## config.mk

```make
export PLATFORM = sky130hd
export DESIGN_NAME = eth_tx_arbiter
export DESIGN_NICKNAME = d
export VERILOG_FILES = /design/src/rtl/eth_tx_arb_pkg.sv /design/src/rtl/eth_rr_pick.sv /design/src/rtl/eth_tx_arbiter.sv
export SDC_FILE = /design/constraint.sdc
export NUM_CORES = 1
export LEC_CHECK = 0
export ABC_AREA = 1
export BUFFER_PORTS_ARGS = -buffer_cell sky130_fd_sc_hd__buf_2
export CORE_MARGIN = 2
export CORE_UTILIZATION = 35
export CTS_CLUSTER_DIAMETER = 40
export DETAILED_ROUTE_END_ITERATION = 7
export PLACE_DENSITY = 0.57
export SLEW_MARGIN = 20
export SYNTH_ARGS = -nofsm -noshare
export SYNTH_HDL_FRONTEND = slang
export SYNTH_HIERARCHICAL = 1
export SYNTH_SLANG_ARGS = --single-unit
```

## constraint.sdc

```tcl
create_clock -name clk_mac -period 4.8 [get_ports clk_mac]
set_input_delay 0.48 -clock clk_mac [delete_from_list [all_inputs] [get_ports clk_mac]]
set_output_delay 0.48 -clock clk_mac [all_outputs]
set_load 0.02 [all_outputs]
```

## src/rtl/eth_tx_arb_pkg.sv

```systemverilog
// Shared types and widths for the Ethernet TX frame arbiter.
package eth_tx_arb_pkg;
  localparam int STATE_W = 2;
  localparam int IDX_W   = 3;
  localparam int CNT_W   = 11;
  localparam int STAT_W  = 16;

  typedef enum logic [STATE_W-1:0] {
    IDLE  = 2'd0,
    XFER  = 2'd1,
    DRAIN = 2'd2,
    GAP   = 2'd3
  } state_t;
endpackage

```

## src/rtl/eth_rr_pick.sv

```systemverilog
// Combinational round-robin selector: first requester above ptr_i, wrapping mod N_REQ.
module eth_rr_pick
  import eth_tx_arb_pkg::*;
#(
  parameter int N_REQ = 4
) (
  input  logic [N_REQ-1:0] req_i,
  input  logic [IDX_W-1:0] ptr_i,
  output logic [IDX_W-1:0] idx_o,
  output logic             found_o
);
  localparam logic [IDX_W:0] N_L = (IDX_W+1)'(N_REQ);

  logic [IDX_W:0]     ptr_plus;
  logic [2*N_REQ-1:0] dbl;
  logic [N_REQ-1:0]   rot;
  logic [IDX_W-1:0]   off;
  logic [IDX_W:0]     sum;

  // Rotate so bit 0 is the requester just after the pointer; ptr+1 <= N_REQ keeps it in range.
  assign ptr_plus = {1'b0, ptr_i} + (IDX_W+1)'(1);
  assign dbl      = {req_i, req_i} >> ptr_plus;
  assign rot      = dbl[N_REQ-1:0];

  always_comb begin
    off = '0;
    for (int j = N_REQ - 1; j >= 0; j--) begin
      if (rot[j]) off = IDX_W'(j);
    end
  end

  assign sum     = ptr_plus + {1'b0, off};
  assign idx_o   = (sum >= N_L) ? IDX_W'(sum - N_L) : IDX_W'(sum);
  assign found_o = |req_i;
endmodule

```

## src/rtl/eth_tx_arbiter.sv

```systemverilog
// Frame-granular round-robin arbiter in front of the MAC TX byte path, with IFG hold-off and
// runaway-frame truncation. Define ETH_TX_ARB_STATS_EN to add frame_cnt / trunc_cnt statistics.
module eth_tx_arbiter
  import eth_tx_arb_pkg::*;
#(
  parameter int N_REQ      = 4,
  parameter int IFG_CYCLES = 48,
  parameter int MAX_BYTES  = 1514
) (
  input  logic                   clk_mac,
  input  logic                   rst,
  input  logic [8*N_REQ-1:0]     s_tdata,
  input  logic [N_REQ-1:0]       s_tvalid,
  input  logic [N_REQ-1:0]       s_tlast,
  output logic [N_REQ-1:0]       s_tready,
  output logic [7:0]             m_tdata,
  output logic                   m_tvalid,
  output logic                   m_tlast,
  input  logic                   m_tready,
  output logic                   busy,
  output logic [IDX_W-1:0]       grant_idx,
  output logic                   trunc_pulse
`ifdef ETH_TX_ARB_STATS_EN
  ,
  output logic [STAT_W*N_REQ-1:0] frame_cnt,
  output logic [STAT_W-1:0]       trunc_cnt
`endif
);
  localparam int GAP_W = (IFG_CYCLES > 1) ? $clog2(IFG_CYCLES) : 1;
  localparam logic [GAP_W-1:0] GAP_LAST  = GAP_W'(IFG_CYCLES - 1);
  localparam logic [CNT_W-1:0] BEAT_LAST = CNT_W'(MAX_BYTES - 1);

  state_t           state_q, state_d;
  logic [IDX_W-1:0] grant_q, grant_d, ptr_q, ptr_d;
  logic [CNT_W-1:0] beat_q, beat_d;
  logic [GAP_W-1:0] gap_q, gap_d;

  logic [N_REQ-1:0] grant_oh;
  logic [7:0]       g_data;
  logic             g_valid, g_last, forced_last, pick_found;
  logic [IDX_W-1:0] pick_idx;

  eth_rr_pick #(.N_REQ(N_REQ)) u_pick (
    .req_i  (s_tvalid),
    .ptr_i  (ptr_q),
    .idx_o  (pick_idx),
    .found_o(pick_found)
  );

  for (genvar gi = 0; gi < N_REQ; gi++) begin : g_oh
    assign grant_oh[gi] = (grant_q == IDX_W'(gi));
  end

  always_comb begin
    g_data = '0;
    for (int i = 0; i < N_REQ; i++) g_data |= s_tdata[8*i +: 8] & {8{grant_oh[i]}};
  end

  assign g_valid     = |(s_tvalid & grant_oh);
  assign g_last      = |(s_tlast & grant_oh);
  assign forced_last = (beat_q == BEAT_LAST);

  always_comb begin
    state_d     = state_q;
    grant_d     = grant_q;
    ptr_d       = ptr_q;
    beat_d      = beat_q;
    gap_d       = gap_q;
    m_tvalid    = 1'b0;
    m_tlast     = 1'b0;
    m_tdata     = '0;
    s_tready    = '0;
    trunc_pulse = 1'b0;
    unique case (state_q)
      IDLE: begin
        if (pick_found) begin
          grant_d = pick_idx;
          ptr_d   = pick_idx;
          beat_d  = '0;
          state_d = XFER;
        end
      end
      XFER: begin
        m_tvalid = g_valid;
        m_tdata  = g_data;
        m_tlast  = g_last | forced_last;
        s_tready = grant_oh & {N_REQ{m_tready}};
        if (g_valid && m_tready) begin
          if (beat_q != '1) beat_d = beat_q + 1'b1;
          if (g_last) begin
            state_d = GAP;
          end else if (forced_last) begin
            state_d     = DRAIN;
            trunc_pulse = 1'b1;
          end
        end
      end
      DRAIN: begin
        // Swallow the rest of the runaway frame so the source can reach its tlast.
        s_tready = grant_oh;
        if (g_valid && g_last) state_d = GAP;
      end
      GAP: begin
        if (gap_q == GAP_LAST) begin
          gap_d   = '0;
          state_d = IDLE;
        end else begin
          gap_d = gap_q + 1'b1;
        end
      end
      default: state_d = IDLE;
    endcase
  end

  always_ff @(posedge clk_mac or posedge rst) begin
    if (rst) begin
      state_q <= IDLE;
      grant_q <= '0;
      ptr_q   <= IDX_W'(N_REQ - 1);
      beat_q  <= '0;
      gap_q   <= '0;
    end else begin
      state_q <= state_d;
      grant_q <= grant_d;
      ptr_q   <= ptr_d;
      beat_q  <= beat_d;
      gap_q   <= gap_d;
    end
  end

  assign busy      = (state_q != IDLE);
  assign grant_idx = grant_q;

`ifdef ETH_TX_ARB_STATS_EN
  logic              frame_done;
  logic [STAT_W-1:0] trunc_cnt_q;

  assign frame_done = (state_q == XFER) && g_valid && m_tready && (g_last || forced_last);

  for (genvar gi = 0; gi < N_REQ; gi++) begin : g_fcnt
    logic [STAT_W-1:0] fcnt_q;
    always_ff @(posedge clk_mac or posedge rst) begin
      if (rst)                             fcnt_q <= '0;
      else if (frame_done && grant_oh[gi]) fcnt_q <= fcnt_q + 1'b1;
    end
    assign frame_cnt[STAT_W*gi +: STAT_W] = fcnt_q;
  end

  always_ff @(posedge clk_mac or posedge rst) begin
    if (rst)                                   trunc_cnt_q <= '0;
    else if (trunc_pulse && trunc_cnt_q != '1) trunc_cnt_q <= trunc_cnt_q + 1'b1;
  end
  assign trunc_cnt = trunc_cnt_q;
`endif
endmodule
```

==> metrics, run 1 <==
Synth Flop Type=dfrtp_1; Clock Tree Root=clkbuf_8; total gr overflow=0; number of synthesized flops with an enable pin=0; ys async rst share=100%; Synth Warn #=6; Final nets=between 400 and 500; # diodes=0; TritonRoute pass-1 iters=5; CTS tree=done; area grow syn2layout=19.1%; layout cells sized above 1=a little under a quarter; top cells by count, synth=91 x nand2_1, 40 x inv_1, 37 x nand3_1, 29 x nor2_1, 22 x dfrtp_1; Core Area=0.00592 mm²; worst path bufs/invs=3; Startpoint Class=flip-flop; CP most frequent cell=inv_1; final estimated routing congestion in global placement=a little over 0.8; width of the die=approximately 82 µm; Post-CTS Hold Fix Bufs=0; drt drc=0; pin count of the biggest net entering global routing=25; Filler Cell Count=approximately 630; CP arrival=between 2 and 2.5 ns; total negative slack=0 ns; unrepaired setup endpoints after global routing=false; Area contributors post-synth=dfrtp_1 26%, nand2_1 16%, nand3_1 8.6%; clk buf depth=2; HP Class=in2async; distinct cell type count after synthesis=36; share of the synthesized area in the top cell type=between 20% and 30%; placed cell areas=approximately 0.0025 mm²; Synth Register Bits=24; skew final=~0.0034 ns; Ports=62; initial antenna violation count=0; Max IR drop VDD=roughly 0.00028 V; Syn Area/Cell=between 6 and 7 µm²; GRT Resource Usage Total=between 15 and 20%; Iteration-0 DRC Markers=65; vias in the first global route=~2.0k; number of port buffers=just over 60; Initial Utilization=between 30% and 40%; first-pass GRT wire length=just over 9000 µm; max_slew headroom=around 36%; most frequent cell after synthesis=nand2_1; Achievable Freq=just under 400 MHz; status=finished clean; area leader, netlist=dfrtp_1; insertion delay to the later sink of the worst-skew pair=around 0.27 ns; critical path, cell by cell=inv_1, ha_1, inv_1, a21oi_1, buf_2; H-tree lvl count=1; Fin. Hold Viols=0; # resized after CTS=0; final wirelength=~5700 µm; Crit Path Category=reg2out; HPWL Detailed=between 4000 and 5000 µm; critical path's largest stage delay=approximately 0.43 ns; routed len/inst=around 12 µm; post-route cell area=between 0.002 and 0.003 mm²; Critical Path Slowest Stage Cell=dfrtp_1; fin. max-slew vios=0; CP Max Fanout=20; leakage=roughly 1.4 nW; Final period util=52.9%; register area share after synthesis=about 28%; CP endpoint kind=output port; worst slew pin tran=between 0.9 and 1 ns; CP required=~4.3 ns; Cell Area, Synth=roughly 0.0022 mm²; Final min period=between 2 and 3 ns; Top delay family on crit path=buffers and inverters; row count=28; clk sinks=24; max-capacitance violation count=0; final setup violation count=0; chip height=between 80 and 90 µm; Pwr per Cell Area=approximately 560 mW/mm²; via count=2,235; Post-Syn Instances=329; postcts setup bufs=0; number of buffers created by CTS=3; drt via density=4.87; die area=0.00679 mm²; Final ANT Viol Nets=0; Syn Nets=between 300 and 400; clock slew at reported path FFs=approximately 0.09 ns
power breakdown:
part / switching [mW] / internal (mW)
combinational: 0.607 / 0.295
clock: 0.0713 / 0.112
sequential: 0.0798 / 0.268
sequential cells by signal, summed over array words and instances, names as in the netlist:
name,count
state_q,2
beat_q,11
grant_idx,3
gap_q,6
ptr_q,2
layout by cell type, fill, tap and decap left out, types with 2 or more instances in the layout:
cell type	count
xor2_1	6
nor2_2	2
nor2_1	29
nand2_1	91
nor3b_1	3
nand3_2	2
nand2_2	4
inv_1	40
nand4_1	7
inv_2	6
buf_2	61
o21ai_0	17
clkbuf_8	3
nand3_1	37
dfstp_2	2
nor2_4	2
ha_1	10
nor3_1	2
nand3b_1	2
nor4_1	3
dfrtp_1	22
a21oi_1	21
per-stage QoR:
| step | setup WS [ns] | utilization [%] | std cells | hold slack [ns] | total power, mW |
|---|---|---|---|---|---|
| after floorplan | 2.57 | - | 329 | 0.455 | 1.05 |
| after global placement | 2.61 | 42.1 | 455 | 0.484 | 1.25 |
| after detailed placement | 2.55 | 42.1 | 455 | 0.487 | 1.26 |
| after CTS | 2.24 | 43.3 | 459 | 0.453 | 1.45 |
| after global routing | 2.02 | 43.3 | 459 | 0.501 | 1.59 |
| final | 2.26 | 43.3 | 459 | 0.404 | 1.43 |
cell type report:
cell class	instances	area, µm²	area share, %
clock inverter	1	30.0	1.17
multi-input combinational	249	1320	51.3
timing repair buffer	61	305	11.9
inverter	46	173	6.74
clock buffer	3	41.3	1.61
tap	75	93.8	3.66
sequential	24	603	23.5
logic make-up after synthesis:
kind of cell / synth area share (%)
fa+ha+maj: 6.75
buf+inv: 10.8
flops: 28.0
xor+xnor: 2.85
compound gates: 11.9
simple gates: 39.6
final timing paths:
check | start | endpoint | slack [ns] | cells past startpoint
worst max-delay path | state_q[1] | m_tdata[4] | 2.26 | 5
worst min-delay path | rst | gap_q[4] | 0.40 | 2
worst max register to register | grant_idx[2] | grant_idx[2] | 2.60 | 12
worst min register to register | gap_q[5] | gap_q[3] | 0.48 | 1
max in group asynchronous | rst | beat_q[5] | 3.81 | 2
min in group clk_mac | gap_q[5] | gap_q[3] | 0.48 | 1
per-layer routing:
| layer | GRT usage [%] | routed length (µm) | up-vias |
|---|---|---|---|
| met2 | 29.2 | 2780 | 18 |
| met5 | 0 | 0 | - |
| met3 | 2.07 | 108 | 4 |
| met4 | 4.00 | 48 | 0 |
| met1 | 23.8 | 2740 | 1040 |
| li1 | - | - | 1173 |
Power figures use the tool's default switching activity.
==> run 2, diff against run 1 <==
Settings changed: ABC_AREA 1 to 0, PLACE_DENSITY 0.57 to 0.59.
Clock period 4.8 ns to 2.3 ns, I/O delays scaled along.
==> metrics, run 2 <==
status=finished, violations left; failing checks=negative setup slack; total power=3.03 mW (+110%); worst slew pin tran=0.425 ns (-0.526 ns); # diodes=0 (unchanged); top cells by count, synth=25 x mux2i_1, 22 x dfrtp_1, 19 x nand2_1, 18 x nor2_1, 16 x inv_1; first-pass GRT wire length=8380 µm (-9.1%); layout cells sized above 1=34.5% (+12 points); worst path bufs/invs=2 (-1); Final min period=2.46 ns; drt drc=0 (unchanged); via count=2,016 (-9.8%); CP Max Fanout=5 (-75%); HP Class=in2reg; Iteration-0 DRC Markers=101 (+55%); insertion delay to the later sink of the worst-skew pair=0.27 ns (about the same); max_slew headroom=71.5% (+35 points); Synth Flop Type=dfrtp_1; H-tree lvl count=1 (unchanged); initial antenna violation count=0 (unchanged); Ports=62 (unchanged); Sw Ratio=44.9% (-8.0 points); die area=0.00668 mm² (-1.5%); Core Area=0.00589 mm² (-0.59%); width of the die=81.8 µm (-0.78%); dpl cells=367 (-19%); final cell count without fillers=379 (-17%); GRT Resource Usage Total=15.8% (-1.6 points); Startpoint Class=flip-flop; Initial Utilization=35.9% (-0.38 points); Critical Path Slowest Stage Cell=dfstp_2; ys async rst share=100% (unchanged); Cell Area, Synth=0.00212 mm² (-1.6%); Synth Warn #=6 (unchanged); number of buffers created by CTS=3 (unchanged); final estimated routing congestion in global placement=0.801 (-3.1%); Synth Register Bits=24 (unchanged); Top delay family on crit path=adder cells; CTS tree=done; number of port buffers=61 (unchanged); most common cell after layout, fill and taps aside=buf_2; pin count of the biggest net entering global routing=25 (unchanged); fin. max-slew vios=0 (unchanged); max reg flops=11 (unchanged); HPWL Detailed=4030 µm (-10%); row count=28 (unchanged); final wirelength=5270 µm (-7.3%); Syn Nets=288 (-25%); clock slew at reported path FFs=0.09 ns (about the same); area leader, netlist=dfrtp_1; CP required=2.47 ns (-1.85 ns); skew final=0.0108 ns (+0.00738 ns); Clock Power Share=12.3% (-0.5 points); Syn Area/Cell=9.04 µm² (+38%); leakage=1.32 nW (-5.3%); Reg power frac=23.1% (-1.2 points); final worst slack=-0.160 ns (-2.42 ns); number of synthesized flops with an enable pin=0 (unchanged); Max IR drop VDD=0.000473 V (+71%); Crit Path Category=reg2reg; clk sinks=24 (unchanged); unrepaired setup endpoints after global routing=true; distinct cell type count after synthesis=55 (+53%); Final period util=107%; total negative slack=-0.334 ns (-0.334 ns); Post-Syn Instances=234 (-29%); Achievable Freq=a little over 400 MHz; combinational share of power=64.6% (+1.6 points); Area contributors post-synth=dfrtp_1 26%, mux2i_1 12%, ha_1 5.9%; vias in the first global route=1,815 (-11%); Int Power=1.67 mW (+150%); drt via density=5.32 (+9.2%); CP arrival=2.63 ns (+0.57 ns); NetSw=1.36 mW (+79%); Fin. Hold Viols=0 (unchanged); area grow syn2layout=28.5%; register area share after synthesis=28.5% (+0.46 points); routed len/inst=13.9 µm (+12%); Final ANT Viol Nets=0 (unchanged); Final nets=359 (-18%); critical path, cell by cell=buf_12, mux2_4, nor4_4, a211oi_2, ha_2, fa_1, inv_1, and3_4, a21o_1; Largest Register=beat_q; share of the synthesized area in the top cell type=26.0% (+0.42 points); total gr overflow=0 (unchanged); placed cell areas=0.00253 mm² (+1.7%); critical path's largest stage delay=0.56 ns (+0.13 ns); clk buf depth=2 (unchanged); TritonRoute pass-1 iters=4 (-1); most frequent cell after synthesis=mux2i_1; Pwr per Cell Area=1110 mW/mm² (+99%); CP endpoint kind=flip-flop; max-capacitance violation count=0 (unchanged); commonest non-fill, non-tap cells in the layout=62 x buf_2, 24 x mux2i_1, 21 x dfrtp_1; Clock Tree Root=clkbuf_8; final setup violation count=3 (+3); chip height=81.8 µm (-0.78%); post-route cell area=0.00272 mm² (+6.2%)
run 2: worst register-to-register path: cells and delay by family (launching register included):
family | cells | cell delay (ns)
adders and majority gates | 2 | 0.71
DFF | 1 | 0.56
and+or+nand+nor | 2 | 0.41
muxes | 1 | 0.31
AOI/OAI and AO/OA | 2 | 0.20
buffers and inverters | 2 | 0.16
run 2: layer usage:
layer  wire, µm  vias to the layer above  part of all wire (%)  track usage (%)
met1       2430                      941                    46             20.2
met4         20                        0                  0.38             2.83
met3        411                        2                   7.8             2.09
met2       2400                       64                    46             28.4
met5          0                        -                     0                0
li1           -                     1009                     -                -
run 2: final timing paths:
path                            start           end  slack, ns  depth (start not counted)
setup / recovery             ptr_q[0]  grant_idx[1]      -0.16                          9
hold / removal               m_tready     beat_q[0]       0.45                          4
setup reg to reg             ptr_q[0]  grant_idx[1]      -0.16                          9
hold reg to reg            beat_q[10]    beat_q[10]       0.50                          1
max in group asynchronous         rst      ptr_q[0]       1.49                          4
min in group asynchronous         rst      gap_q[5]       0.52                          4
run 2: power by group through the flow:
stage | combinational (mW) | sequential (mW) | clock (mW)
2_1_floorplan | 1.40 | 0.681 | 0
3_3_place_gp | 1.79 | 0.731 | 0
3_5_place_dp | 1.82 | 0.733 | 0
4_1_cts | 1.93 | 0.701 | 0.380
5_1_grt | 2.19 | 0.723 | 0.395
6_report | 1.96 | 0.700 | 0.372
run 2: layout make-up:
cell class | count | area [µm²]
clock inverters | 1 | 30.0
clock buffers | 3 | 41.3
repair buffers | 77 | 438
well taps | 75 | 93.8
multi-input cells | 183 | 1450
flip-flops and latches | 24 | 604
inverters | 16 | 60.1
fillers | 570 | 3170
run 2: metrics by stage:
stage	util (%)	setup WS [ns]	hold slack [ns]
2_1_floorplan	-	-0.0435	0.243
3_3_place_gp	43.0	-0.143	0.296
3_5_place_dp	43.0	-0.173	0.292
6_report	46.2	-0.160	0.453
5_1_grt	46.2	-0.213	0.462
4_1_cts	45.2	-0.126	0.449
run 2: kinds of logic (layout without fill, tap and decap cells):
family | Yosys count | after routing | synth area share [%]
xor gates and xnor gates | 1 | 1 | 0.414
AOI/OAI and AO/OA | 60 | 60 | 22.5
DFF | 24 | 24 | 28.5
muxes | 33 | 33 | 16.4
adders and majority gates | 11 | 11 | 6.86
and+or+nand+nor | 78 | 78 | 19.5
buffers and inverters | 27 | 97 | 5.85
run 2: repair_timing:
item,in CTS,in global routing
hold endpoints to repair,12,0
endpoints found under the setup margin,4,4
setup buffers,3,4
resized for setup,2,6
pin swaps,2,0
hold buffers,1,0
==> run 3, diff against run 2 <==
Settings changed: SETUP_SLACK_MARGIN from default to 0.4.
==> metrics, run 3 (synthesis gave the netlist of run 2 again) <==
status=finished, violations left; failing checks=negative setup slack; pin count of the biggest net entering global routing=25 (unchanged); CP required=2.48 ns (about the same); Final ANT Viol Nets=0 (unchanged); Clock Power Share=10.6% (-1.7 points); Critical Path Slowest Stage Cell=dfstp_2; Iteration-0 DRC Markers=85 (-16%); H-tree lvl count=1 (unchanged); skew final=0.00262 ns (-0.00814 ns); number of port buffers=61 (unchanged); Fin. Hold Viols=0 (unchanged); Filler Cell Count=528 (-7.4%); vias in the first global route=1,801 (-0.77%); CP arrival=2.62 ns (about the same); Final period util=106% (-0.60 points); routed len/inst=14.5 µm (+4.3%); Hold Crit Depth=4 (unchanged); critical path's largest stage delay=0.66 ns (+0.10 ns); GRT Resource Usage Total=15.6% (-0.18 points); Max IR drop VDD=0.000636 V (+35%); Reg power frac=20.6% (-2.5 points); unrepaired setup endpoints after global routing=true; dpl cells=370 (+0.82%); chip height=81.8 µm (unchanged); clock slew at reported path FFs=0.09 ns (about the same); total gr overflow=0 (unchanged); Core Area=0.00589 mm² (unchanged); initial antenna violation count=0 (unchanged); final wirelength=5720 µm (+8.7%); reg2reg path depth=8 (-1); clk buf depth=2 (unchanged); via count=2,124 (+5.4%); critical path, cell by cell=mux2_4, a211oi_4, a211oi_2, ha_2, fa_1, inv_1, and3_4, a21o_1; final estimated routing congestion in global placement=0.788 (-1.5%); drt via density=5.38 (+1.1%); final setup violation count=3 (unchanged); Sw Ratio=43.8% (-1.1 points); Int Power=2.02 mW (+21%); combinational share of power=68.7% (+4.1 points); row count=28 (unchanged); insertion delay to the later sink of the worst-skew pair=0.27 ns (about the same); area grow syn2layout=43.9%; Ports=62 (unchanged); die area=0.00668 mm² (unchanged); most common cell after layout, fill and taps aside=buf_2; Clock Tree Root=clkbuf_8; CP endpoint kind=flip-flop; Final nets=375 (+4.5%); worst slew pin tran=0.512 ns (+0.0863 ns); CTS tree=done; final worst slack=-0.146 ns (+0.0139 ns); max reg flops=11 (unchanged); Initial Utilization=35.9% (unchanged); worst hold slack=0.426 ns (-0.0264 ns); max_slew headroom=65.7% (-5.8 points); Setup WS pre-CTS=-0.142 ns (+0.0312 ns); final cell count without fillers=395 (+4.2%); clk sinks=24 (unchanged); max-capacitance violation count=0 (unchanged); Achievable Freq=409 MHz (+0.57%); NetSw=1.58 mW (+16%); Pwr per Cell Area=1180 mW/mm² (+6.0%); first-pass GRT wire length=8140 µm (-2.9%); width of the die=81.8 µm (unchanged); Largest Register=beat_q; HPWL Detailed=3740 µm (-7.2%); Final min period=2.45 ns (-0.0139 ns); CP Max Fanout=8 (+3); TritonRoute pass-1 iters=4 (unchanged); drt drc=0 (unchanged); layout cells sized above 1=48.1% (+14 points); HP Class=in2reg; Startpoint Class=flip-flop; fin. max-slew vios=0 (unchanged); commonest non-fill, non-tap cells in the layout=50 x buf_2, 35 x buf_4, 21 x mux2i_1; # diodes=0 (unchanged); Crit Path Category=reg2reg; number of buffers created by CTS=3 (unchanged); leakage=1.41 nW (+6.7%)
-- run 3: through the flow --
step	instance area, µm²	total power [mW]	utilization, %	setup TNS, ns
4_1_cts	2810	3.23	47.7	-0.274
3_5_place_dp	2580	2.61	43.9	-0.297
3_3_place_gp	2580	2.58	43.9	-0.197
5_1_grt	3050	3.86	51.7	-0.585
2_1_floorplan	2160	2.12	-	-0.0474
6_report	3050	3.59	51.7	-0.346
-- run 3: power by group through the flow --
stage | Combinational, mW | Sequential, mW | Clock [mW]
finish | 2.47 | 0.741 | 0.382
global route | 2.69 | 0.763 | 0.409
CTS | 2.12 | 0.721 | 0.392
detailed placement | 1.88 | 0.738 | 0
global placement | 1.85 | 0.735 | 0
floorplan | 1.43 | 0.686 | 0
-- run 3: metal layers --
| layer | share of wire, % | global-route usage, % |
|---|---|---|
| met1 | 46 | 20.6 |
| met3 | 4.9 | 1.76 |
| met4 | 1.8 | 6.50 |
| met2 | 47 | 25.8 |
| met5 | 0 | 0 |
-- run 3: layout make-up --
class                      count  area, µm²  area share [%]
clock inverter                 1       30.0           0.986
multi-input combinational    184       1630            53.5
timing repair buffer          92        584            19.2
tap                           75       93.8            3.08
sequential                    24        608            20.0
clock buffer                   3       41.3            1.36
inverter                      16       60.1            1.97
-- run 3: repair_timing --
action,in CTS,in global routing
hold buffers,1,0
hold endpoints to repair,22,0
pin swaps,5,5
resized for setup,20,43
endpoints found under the setup margin,29,29
setup buffers,11,8
cloned,0,1
-- run 3: worst paths after layout --
check,start,to,slack [ns]
hold reg to reg,gap_q[0],gap_q[0],0.52
hold / removal,m_tready,beat_q[0],0.43
min in group asynchronous,rst,gap_q[4],0.53
setup / recovery,ptr_q[0],grant_idx[1],-0.15
max in group asynchronous,rst,ptr_q[1],1.47
setup reg to reg,ptr_q[0],grant_idx[1],-0.15
-- run 3: worst max-delay path, delay by kind of cell, from the launching register on --
| kind | cells | cell delay, ns |
|---|---|---|
| adders and majority gates | 2 | 0.68 |
| DFF | 1 | 0.66 |
| AOI/OAI and AO/OA | 3 | 0.45 |
| muxes | 1 | 0.36 |
| and+or+nand+nor | 1 | 0.16 |
| buffers and inverters | 1 | 0.04 |
